`src/rtl/id_decode_stage_if.sv`:
```
// id_decode_stage_if: signal bundle between the decode stage and its surroundings
interface id_decode_stage_if #(
  parameter int NBITS     = 32,
  parameter int NBITSJUMP = 26,
  parameter int REGS      = 5,
  parameter int INBITS    = 16,
  parameter int TNBITS    = 2,
  parameter int CNTBITS   = 16
);
  logic                 i_step;
  logic                 i_wb_regwrite;
  logic [REGS-1:0]      i_wb_dir_rd;
  logic [NBITS-1:0]     i_wb_write;
  logic [REGS-1:0]      i_dir_rs;
  logic [REGS-1:0]      i_dir_rt;
  logic [REGS-1:0]      i_dir_rd;
  logic [REGS-1:0]      i_tx_dir_debug;
  logic                 i_id_valid;
  logic [NBITSJUMP-1:0] i_if_id_jump;
  logic [NBITS-1:0]     i_id_expc4;
  logic [INBITS-1:0]    i_id_inmediate;
  logic [TNBITS-1:0]    i_rctrl_extensionmode;
  logic                 i_branch_eq;
  logic                 i_branch_ne;
  logic                 i_ex_memread;
  logic [REGS-1:0]      i_ex_dir_rt;
  logic                 i_flush;
  logic                 o_stall;
  logic                 o_branch_taken;
  logic [NBITS-1:0]     o_branch_target;
  logic [NBITS-1:0]     o_id_jump;
  logic [NBITS-1:0]     o_data_tx_debug;
  logic [CNTBITS-1:0]   o_stall_count;
  logic                 o_ex_valid;
  logic [NBITS-1:0]     o_ex_data_rs;
  logic [NBITS-1:0]     o_ex_data_rt;
  logic [NBITS-1:0]     o_ex_extension;
  logic [REGS-1:0]      o_ex_dir_rs;
  logic [REGS-1:0]      o_ex_dir_rt;
  logic [REGS-1:0]      o_ex_dir_rd;
  modport slave (
    input  i_step, i_wb_regwrite, i_wb_dir_rd, i_wb_write, i_dir_rs, i_dir_rt, i_dir_rd,
           i_tx_dir_debug, i_id_valid, i_if_id_jump, i_id_expc4, i_id_inmediate,
           i_rctrl_extensionmode, i_branch_eq, i_branch_ne, i_ex_memread, i_ex_dir_rt, i_flush,
    output o_stall, o_branch_taken, o_branch_target, o_id_jump, o_data_tx_debug, o_stall_count,
           o_ex_valid, o_ex_data_rs, o_ex_data_rt, o_ex_extension, o_ex_dir_rs, o_ex_dir_rt,
           o_ex_dir_rd
  );
  modport master (
    output i_step, i_wb_regwrite, i_wb_dir_rd, i_wb_write, i_dir_rs, i_dir_rt, i_dir_rd,
           i_tx_dir_debug, i_id_valid, i_if_id_jump, i_id_expc4, i_id_inmediate,
           i_rctrl_extensionmode, i_branch_eq, i_branch_ne, i_ex_memread, i_ex_dir_rt, i_flush,
    input  o_stall, o_branch_taken, o_branch_target, o_id_jump, o_data_tx_debug, o_stall_count,
           o_ex_valid, o_ex_data_rs, o_ex_data_rt, o_ex_extension, o_ex_dir_rs, o_ex_dir_rt,
           o_ex_dir_rd
  );
endinterface

```
`src/rtl/id_decode_stage.sv`:
```
// id_decode_stage: register file, immediate extension, branch/jump resolution, load-use stall and ID/EX register
module id_decode_stage #(
  parameter int NBITS     = 32,
  parameter int NBITSJUMP = 26,
  parameter int REGS      = 5,
  parameter int INBITS    = 16,
  parameter int TNBITS    = 2,
  parameter int CNTBITS   = 16
) (
  input logic i_clk,
  input logic i_reset,
  id_decode_stage_if.slave bus
);
  localparam int NREGS = 1 << REGS;
  logic [NBITS-1:0]   r_regs [NREGS];
  logic               r_ex_valid;
  logic [NBITS-1:0]   r_ex_data_rs, r_ex_data_rt, r_ex_extension;
  logic [REGS-1:0]    r_ex_dir_rs, r_ex_dir_rt, r_ex_dir_rd;
  logic [CNTBITS-1:0] r_stall_count;
  logic               w_wr, w_stall, w_bubble;
  logic [NBITS-1:0]   w_rs, w_rt, w_dbg, w_sext, w_ext;
  assign w_wr   = bus.i_step & bus.i_wb_regwrite & (bus.i_wb_dir_rd != '0);
  assign w_rs   = (w_wr && bus.i_wb_dir_rd == bus.i_dir_rs) ? bus.i_wb_write : r_regs[bus.i_dir_rs];
  assign w_rt   = (w_wr && bus.i_wb_dir_rd == bus.i_dir_rt) ? bus.i_wb_write : r_regs[bus.i_dir_rt];
  assign w_dbg  = (w_wr && bus.i_wb_dir_rd == bus.i_tx_dir_debug) ? bus.i_wb_write : r_regs[bus.i_tx_dir_debug];
  assign w_sext = {{(NBITS-INBITS){bus.i_id_inmediate[INBITS-1]}}, bus.i_id_inmediate};
  // immediate extension selected by the control unit's mode field
  always_comb
    w_ext = (bus.i_rctrl_extensionmode == TNBITS'(0)) ? w_sext :
            (bus.i_rctrl_extensionmode == TNBITS'(1)) ? {{(NBITS-INBITS){1'b0}}, bus.i_id_inmediate} :
            (bus.i_rctrl_extensionmode == TNBITS'(2)) ? {bus.i_id_inmediate, {(NBITS-INBITS){1'b0}}} :
            '0;
  assign w_stall  = bus.i_id_valid & bus.i_ex_memread & (bus.i_ex_dir_rt != '0) &
                    ((bus.i_ex_dir_rt == bus.i_dir_rs) | (bus.i_ex_dir_rt == bus.i_dir_rt));
  assign w_bubble = bus.i_flush | w_stall;
  assign bus.o_stall         = w_stall;
  assign bus.o_branch_taken  = bus.i_id_valid & ~w_stall & ~(bus.i_branch_eq & bus.i_branch_ne) &
                               ((bus.i_branch_eq & (w_rs == w_rt)) | (bus.i_branch_ne & (w_rs != w_rt)));
  assign bus.o_branch_target = bus.i_id_expc4 + (w_sext << 2);
  assign bus.o_id_jump       = {bus.i_id_expc4[NBITS-1:NBITSJUMP+2], bus.i_if_id_jump, 2'b00};
  assign bus.o_data_tx_debug = w_dbg;
  assign bus.o_stall_count   = r_stall_count;
  assign bus.o_ex_valid      = r_ex_valid;
  assign bus.o_ex_data_rs    = r_ex_data_rs;
  assign bus.o_ex_data_rt    = r_ex_data_rt;
  assign bus.o_ex_extension  = r_ex_extension;
  assign bus.o_ex_dir_rs     = r_ex_dir_rs;
  assign bus.o_ex_dir_rt     = r_ex_dir_rt;
  assign bus.o_ex_dir_rd     = r_ex_dir_rd;
  // register file write port; register 0 is never written so it stays zero
  always_ff @(posedge i_clk or negedge i_reset)
    if (!i_reset)
      for (int i = 0; i < NREGS; i++) r_regs[i] <= '0;
    else if (w_wr)
      r_regs[bus.i_wb_dir_rd] <= bus.i_wb_write;
  // ID/EX pipeline register; flush and load-use stall both insert a zeroed bubble
  always_ff @(posedge i_clk or negedge i_reset)
    if (!i_reset) begin
      r_ex_valid     <= 1'b0;
      r_ex_data_rs   <= '0;
      r_ex_data_rt   <= '0;
      r_ex_extension <= '0;
      r_ex_dir_rs    <= '0;
      r_ex_dir_rt    <= '0;
      r_ex_dir_rd    <= '0;
    end else if (bus.i_step) begin
      r_ex_valid     <= w_bubble ? 1'b0 : bus.i_id_valid;
      r_ex_data_rs   <= w_bubble ? '0 : w_rs;
      r_ex_data_rt   <= w_bubble ? '0 : w_rt;
      r_ex_extension <= w_bubble ? '0 : w_ext;
      r_ex_dir_rs    <= w_bubble ? '0 : bus.i_dir_rs;
      r_ex_dir_rt    <= w_bubble ? '0 : bus.i_dir_rt;
      r_ex_dir_rd    <= w_bubble ? '0 : bus.i_dir_rd;
    end
  // saturating count of stepped cycles lost to load-use stalls
  always_ff @(posedge i_clk or negedge i_reset)
    if (!i_reset)
      r_stall_count <= '0;
    else if (bus.i_step && w_stall && !bus.i_flush && r_stall_count != '1)
      r_stall_count <= r_stall_count + 1'b1;
endmodule

```
`src/flat_wrapper.sv`:
```
// flat-port wrapper written by rule: the top's interface ports become plain ports
module id_decode_stage_flat 
#(
  parameter int NBITS     = 32,
  parameter int NBITSJUMP = 26,
  parameter int REGS      = 5,
  parameter int INBITS    = 16,
  parameter int TNBITS    = 2,
  parameter int CNTBITS   = 16
)
  (i_clk, i_reset, bus_i_step, bus_i_wb_regwrite, bus_i_wb_dir_rd, bus_i_wb_write, bus_i_dir_rs, bus_i_dir_rt, bus_i_dir_rd, bus_i_tx_dir_debug, bus_i_id_valid, bus_i_if_id_jump, bus_i_id_expc4, bus_i_id_inmediate, bus_i_rctrl_extensionmode, bus_i_branch_eq, bus_i_branch_ne, bus_i_ex_memread, bus_i_ex_dir_rt, bus_i_flush, bus_o_stall, bus_o_branch_taken, bus_o_branch_target, bus_o_id_jump, bus_o_data_tx_debug, bus_o_stall_count, bus_o_ex_valid, bus_o_ex_data_rs, bus_o_ex_data_rt, bus_o_ex_extension, bus_o_ex_dir_rs, bus_o_ex_dir_rt, bus_o_ex_dir_rd);
  id_decode_stage_if #(.NBITS(NBITS), .NBITSJUMP(NBITSJUMP), .REGS(REGS), .INBITS(INBITS), .TNBITS(TNBITS), .CNTBITS(CNTBITS)) bus_i ();
  input logic i_clk;
  input logic i_reset;
  input wire logic [$bits(bus_i.i_step)-1:0] bus_i_step;
  input wire logic [$bits(bus_i.i_wb_regwrite)-1:0] bus_i_wb_regwrite;
  input wire logic [$bits(bus_i.i_wb_dir_rd)-1:0] bus_i_wb_dir_rd;
  input wire logic [$bits(bus_i.i_wb_write)-1:0] bus_i_wb_write;
  input wire logic [$bits(bus_i.i_dir_rs)-1:0] bus_i_dir_rs;
  input wire logic [$bits(bus_i.i_dir_rt)-1:0] bus_i_dir_rt;
  input wire logic [$bits(bus_i.i_dir_rd)-1:0] bus_i_dir_rd;
  input wire logic [$bits(bus_i.i_tx_dir_debug)-1:0] bus_i_tx_dir_debug;
  input wire logic [$bits(bus_i.i_id_valid)-1:0] bus_i_id_valid;
  input wire logic [$bits(bus_i.i_if_id_jump)-1:0] bus_i_if_id_jump;
  input wire logic [$bits(bus_i.i_id_expc4)-1:0] bus_i_id_expc4;
  input wire logic [$bits(bus_i.i_id_inmediate)-1:0] bus_i_id_inmediate;
  input wire logic [$bits(bus_i.i_rctrl_extensionmode)-1:0] bus_i_rctrl_extensionmode;
  input wire logic [$bits(bus_i.i_branch_eq)-1:0] bus_i_branch_eq;
  input wire logic [$bits(bus_i.i_branch_ne)-1:0] bus_i_branch_ne;
  input wire logic [$bits(bus_i.i_ex_memread)-1:0] bus_i_ex_memread;
  input wire logic [$bits(bus_i.i_ex_dir_rt)-1:0] bus_i_ex_dir_rt;
  input wire logic [$bits(bus_i.i_flush)-1:0] bus_i_flush;
  output wire logic [$bits(bus_i.o_stall)-1:0] bus_o_stall;
  output wire logic [$bits(bus_i.o_branch_taken)-1:0] bus_o_branch_taken;
  output wire logic [$bits(bus_i.o_branch_target)-1:0] bus_o_branch_target;
  output wire logic [$bits(bus_i.o_id_jump)-1:0] bus_o_id_jump;
  output wire logic [$bits(bus_i.o_data_tx_debug)-1:0] bus_o_data_tx_debug;
  output wire logic [$bits(bus_i.o_stall_count)-1:0] bus_o_stall_count;
  output wire logic [$bits(bus_i.o_ex_valid)-1:0] bus_o_ex_valid;
  output wire logic [$bits(bus_i.o_ex_data_rs)-1:0] bus_o_ex_data_rs;
  output wire logic [$bits(bus_i.o_ex_data_rt)-1:0] bus_o_ex_data_rt;
  output wire logic [$bits(bus_i.o_ex_extension)-1:0] bus_o_ex_extension;
  output wire logic [$bits(bus_i.o_ex_dir_rs)-1:0] bus_o_ex_dir_rs;
  output wire logic [$bits(bus_i.o_ex_dir_rt)-1:0] bus_o_ex_dir_rt;
  output wire logic [$bits(bus_i.o_ex_dir_rd)-1:0] bus_o_ex_dir_rd;
  assign bus_i.i_step = bus_i_step;
  assign bus_i.i_wb_regwrite = bus_i_wb_regwrite;
  assign bus_i.i_wb_dir_rd = bus_i_wb_dir_rd;
  assign bus_i.i_wb_write = bus_i_wb_write;
  assign bus_i.i_dir_rs = bus_i_dir_rs;
  assign bus_i.i_dir_rt = bus_i_dir_rt;
  assign bus_i.i_dir_rd = bus_i_dir_rd;
  assign bus_i.i_tx_dir_debug = bus_i_tx_dir_debug;
  assign bus_i.i_id_valid = bus_i_id_valid;
  assign bus_i.i_if_id_jump = bus_i_if_id_jump;
  assign bus_i.i_id_expc4 = bus_i_id_expc4;
  assign bus_i.i_id_inmediate = bus_i_id_inmediate;
  assign bus_i.i_rctrl_extensionmode = bus_i_rctrl_extensionmode;
  assign bus_i.i_branch_eq = bus_i_branch_eq;
  assign bus_i.i_branch_ne = bus_i_branch_ne;
  assign bus_i.i_ex_memread = bus_i_ex_memread;
  assign bus_i.i_ex_dir_rt = bus_i_ex_dir_rt;
  assign bus_i.i_flush = bus_i_flush;
  assign bus_o_stall = bus_i.o_stall;
  assign bus_o_branch_taken = bus_i.o_branch_taken;
  assign bus_o_branch_target = bus_i.o_branch_target;
  assign bus_o_id_jump = bus_i.o_id_jump;
  assign bus_o_data_tx_debug = bus_i.o_data_tx_debug;
  assign bus_o_stall_count = bus_i.o_stall_count;
  assign bus_o_ex_valid = bus_i.o_ex_valid;
  assign bus_o_ex_data_rs = bus_i.o_ex_data_rs;
  assign bus_o_ex_data_rt = bus_i.o_ex_data_rt;
  assign bus_o_ex_extension = bus_i.o_ex_extension;
  assign bus_o_ex_dir_rs = bus_i.o_ex_dir_rs;
  assign bus_o_ex_dir_rt = bus_i.o_ex_dir_rt;
  assign bus_o_ex_dir_rd = bus_i.o_ex_dir_rd;
  id_decode_stage #(.NBITS(NBITS), .NBITSJUMP(NBITSJUMP), .REGS(REGS), .INBITS(INBITS), .TNBITS(TNBITS), .CNTBITS(CNTBITS)) u_core (.i_clk(i_clk), .i_reset(i_reset), .bus(bus_i));
endmodule
```
`config.mk`:
```
export PLATFORM = sky130hd
export DESIGN_NAME = id_decode_stage_flat
export DESIGN_NICKNAME = d
export VERILOG_FILES = /design/src/rtl/id_decode_stage_if.sv /design/src/rtl/id_decode_stage.sv /design/src/flat_wrapper.sv
export SDC_FILE = /design/constraint.sdc
export NUM_CORES = 2
export LEC_CHECK = 0
export ABC_CLOCK_PERIOD_IN_PS = 5350
export CAP_MARGIN = 20
export CORE_MARGIN = 2
export CORE_UTILIZATION = 61
export DETAILED_ROUTE_END_ITERATION = 16
export PLACE_DENSITY_LB_ADDON = 0.25
export SYNTH_ARGS = -nofsm -noshare
export SYNTH_HDL_FRONTEND = slang
export SYNTH_SLANG_ARGS = --single-unit
```
`constraint.sdc`:
```
create_clock -name i_clk -period 5.35 [get_ports i_clk]
set_clock_uncertainty 0.15 [all_clocks]
set_input_delay 1.07 -clock i_clk [delete_from_list [all_inputs] [get_ports i_clk]]
set_output_delay 1.07 -clock i_clk [all_outputs]
set_load 0.01 [all_outputs]
```
==> impl_results.md <==
* Core ar. at 115000 um2
* Arr. time, crit path at 4550 ps
* FMAX at 173 MHz
* Hold slack at 205 ps
* Clk buf depth at 3
* MaxCap Viol Count at 0
* P per Cell Area at 314 nW/um2
* Layout cells sized above 1 at 0.514
* Commonest cells after routing, fill and taps aside: 1152 x dfrtp_1, 1030 x mux2_2, 730 x mux4_2, 626 x buf_4, 265 x clkdlybuf4s50_1
* Syn avg cell area at 14.1 um2
* Setup violations, final at 1
* Asr flop ratio synth at 1.00
* Met1 Use GR at 0.570
* Max Slew Vio Count at 0
* Row cnt at 124
* Yosys Warn Count at 0
* Slew Limit Headroom at 0.278
* GP Congestion at 0.960
* Tmin final at 5770 ps
* Largest fanout on the critical path at 17
* Crit-path max cell delay at 440 ps
* Worst reg2reg path endpoint: u_core.bus.o_ex_data_rs[11]$_DFFE_PN0P_
* Lkg Pwr at 37.8 nW
* Met2 usage at 0.615
* Slowest CP cell: nand4_1
* Failing checks: setup timing
* Post-synth EDFFs at 0
* CTS tree: done
* Post-synthesis sequential area ratio at 0.408
* Fin nets at 5833
* Worst reg2reg startpoint: u_core.r_regs[971]$_DFFE_PN0P_
* Synth Register Bits at 1152
* CTS Buf Count at 131
* Fin area at 86200 um2
* Post-route ant nets at 0
* GRT Max-Usage Layer: met2
* Largest net degree at the start of global routing at 119
* Crit path launch type: input port
* CP cell instances: buf_2, buf_12, buf_4, inv_1, nand2_4, o22ai_1, a221oi_1, a22oi_2, buf_6, xnor2_4, nand4_1, nor4_2, buf_4, nand2_4, mux2_4, buf_6
* Chip height at 344 um
* Number of distinct library cells after synthesis at 84
* WL/cell at 35.5 um
* Max H-tree Level at 4
* Clock sinks at 1152
* Hold Fails Final Rpt at 0
* Commonest non-fill, non-tap cell in the layout: dfrtp_1
* Initial core utilization at 0.616
* Vias at 54300
* Residual DRC count at 0
* Drt initial violations at 8048
* Number of I/O pins at 373
* Total grt overflow at 0
* Hold WC Path Type: in2async
* Post-synth top flop: dfrtp_1
* Die width at 344 um
* Min setup slack post-route at -420 ps
* RSZ-0062 raised after global routing: true
* Port Buffers at 314
* HPWL Detailed at 163000 um
* Worst skew pair latency at 770 ps
* Post-Syn Instances at 4997
* Layout area overhead at 22.0%
* Synthesized area at 70700 um2
* R2r setup slk at 2690 ps
* Die area at 119000 um2
* Area after DPL at 79500 um2
* Post-Route WL at 258000 um
* Initial antenna violation count at 7
* First-pass GRT wire length at 367000 um
* Outcome: finished with violations
* CP Capture Type: primary output
* Setup_tns at -420 ps
* Overall Global Routing Usage at 0.430
* Period utilisation layout at 1.08
* Worst vdd ir at 0.320 mV
* Vias per inst at 7.46
* Root Driver: clkbuf_16
* Setup Crit Path Kind: in2out
* R2R cell count at 7
* Pre-Repair DR Iteration Count at 8
* Vias in the first global route at 53800
* Clock-pin slew on the worst setup and hold paths at 60 ps
* Worst-Margin Slew at 1080 ps
* Required @ worst endpoint at 4130 ps
* Met3 Usage GRT at 0.160
* Setup WS pre-CTS at -1550 ps
-- what timing repair did --
item / in CTS / in global routing
endpoints found under the setup margin: 16 / 14
pin swaps: 29 / 65
gates cloned: 3 / 12
setup buffers: 29 / 68
gates resized for setup: 100 / 155
hold buffers: 0 / 0
-- routing by layer --
metal / vias up / routed length (um)
li1: 20800 / -
met1: 27900 / 90900
met2: 4530 / 112000
met3: 1036 / 37800
met4: 8 / 17700
met5: - / 51
-- logic make-up (layout without fill, tap and decap cells) --
group,after synthesis,in the layout,synth area share
AOI/OAI and AO/OA,615,615,0.0596
muxes,2004,2004,0.437
xor gates and xnor gates,94,94,0.0117
adders and majority gates,31,31,0.00560
other,1,6,0.0000531
buffers and inverters,699,1459,0.0499
DFF,1152,1152,0.408
and+or+nand+nor,401,401,0.0286
-- worst max-delay path: cells and delay by family --
family                    cells  cell delay (ps)
xor gates and xnor gates      1              360
and+or+nand+nor               4              960
AOI/OAI and AO/OA             3              590
buffers and inverters         7             1230
muxes                         1              320
-- where the power goes --
part / switching [mW] / leakage (nW) / internal, mW
sequential: 1.09 / 15.4 / 9.79
clock: 3.87 / 2.26 / 5.81
combinational: 2.84 / 20.2 / 3.64
-- stage by stage --
stage | utilization | total power, mW | cells
floorplan | - | 14.5 | 4998
global placement | 0.693 | 16.8 | 6924
detailed placement | 0.693 | 17.0 | 6924
CTS | 0.739 | 26.7 | 7192
global route | 0.752 | 27.8 | 7270
finish | 0.752 | 27.0 | 7274
-- state kept, by name (all words and copies together) (netlist names) --
register,cells
u_core.bus.o_ex_data_rs,32
u_core.bus.o_ex_data_rt,32
u_core.bus.o_ex_dir_rd,5
u_core.bus.o_ex_dir_rs,5
u_core.bus.o_ex_dir_rt,5
u_core.bus.o_ex_extension,32
u_core.bus.o_ex_valid,1
u_core.bus.o_stall_count,16
u_core.r_regs,1024
-- worst max path at each step --
stage                       startpoint            endpoint
floorplan              bus_i_dir_rt[0]  bus_o_branch_taken
global placement     bus_i_wb_regwrite  bus_o_branch_taken
detailed placement   bus_i_wb_regwrite  bus_o_branch_taken
CTS                 bus_i_wb_dir_rd[2]  bus_o_branch_taken
global route         bus_i_wb_regwrite  bus_o_branch_taken
finish                 bus_i_dir_rt[2]  bus_o_branch_taken
-- synthesized netlist by cell type (all sizes together), types with 8 or more instances --
library cell,count,share of area
dfrtp,1152,0.41
mux2,1031,0.16
mux4,752,0.24
clkbuf,344,0.018
buf,231,0.025
mux2i,221,0.031
a22oi,124,0.013
inv,124,0.0066
nor2,118,0.0063
o22ai,118,0.010
a21oi,114,0.0081
nand2,105,0.0056
o21ai,75,0.0053
a22o,73,0.0090
xnor2,72,0.0089
ha,30,0.0053
nor3,28,0.0022
nor2b,26,0.0023
nand4,25,0.0022
a221oi,24,0.0031
xor2,22,0.0027
nand2b,16,0.0014
nand3,16,0.0011
a211oi,15,0.0016
a21o,8,0.00085
and3,8,0.00071
nor4,8,0.00080
o21a,8,0.00085
-- final cells by class --
cell class / count / area, um2
antenna: 4 / 10.0
clock buffer: 183 / 3810
clock inverter: 53 / 792
fill: 6965 / 28400
inverter: 124 / 465
multi-input combinational: 3147 / 39300
sequential: 1152 / 28800
tap: 1512 / 1890
timing repair buffer: 1099 / 11100
No activity file was read; power rests on OpenSTA's default activity.
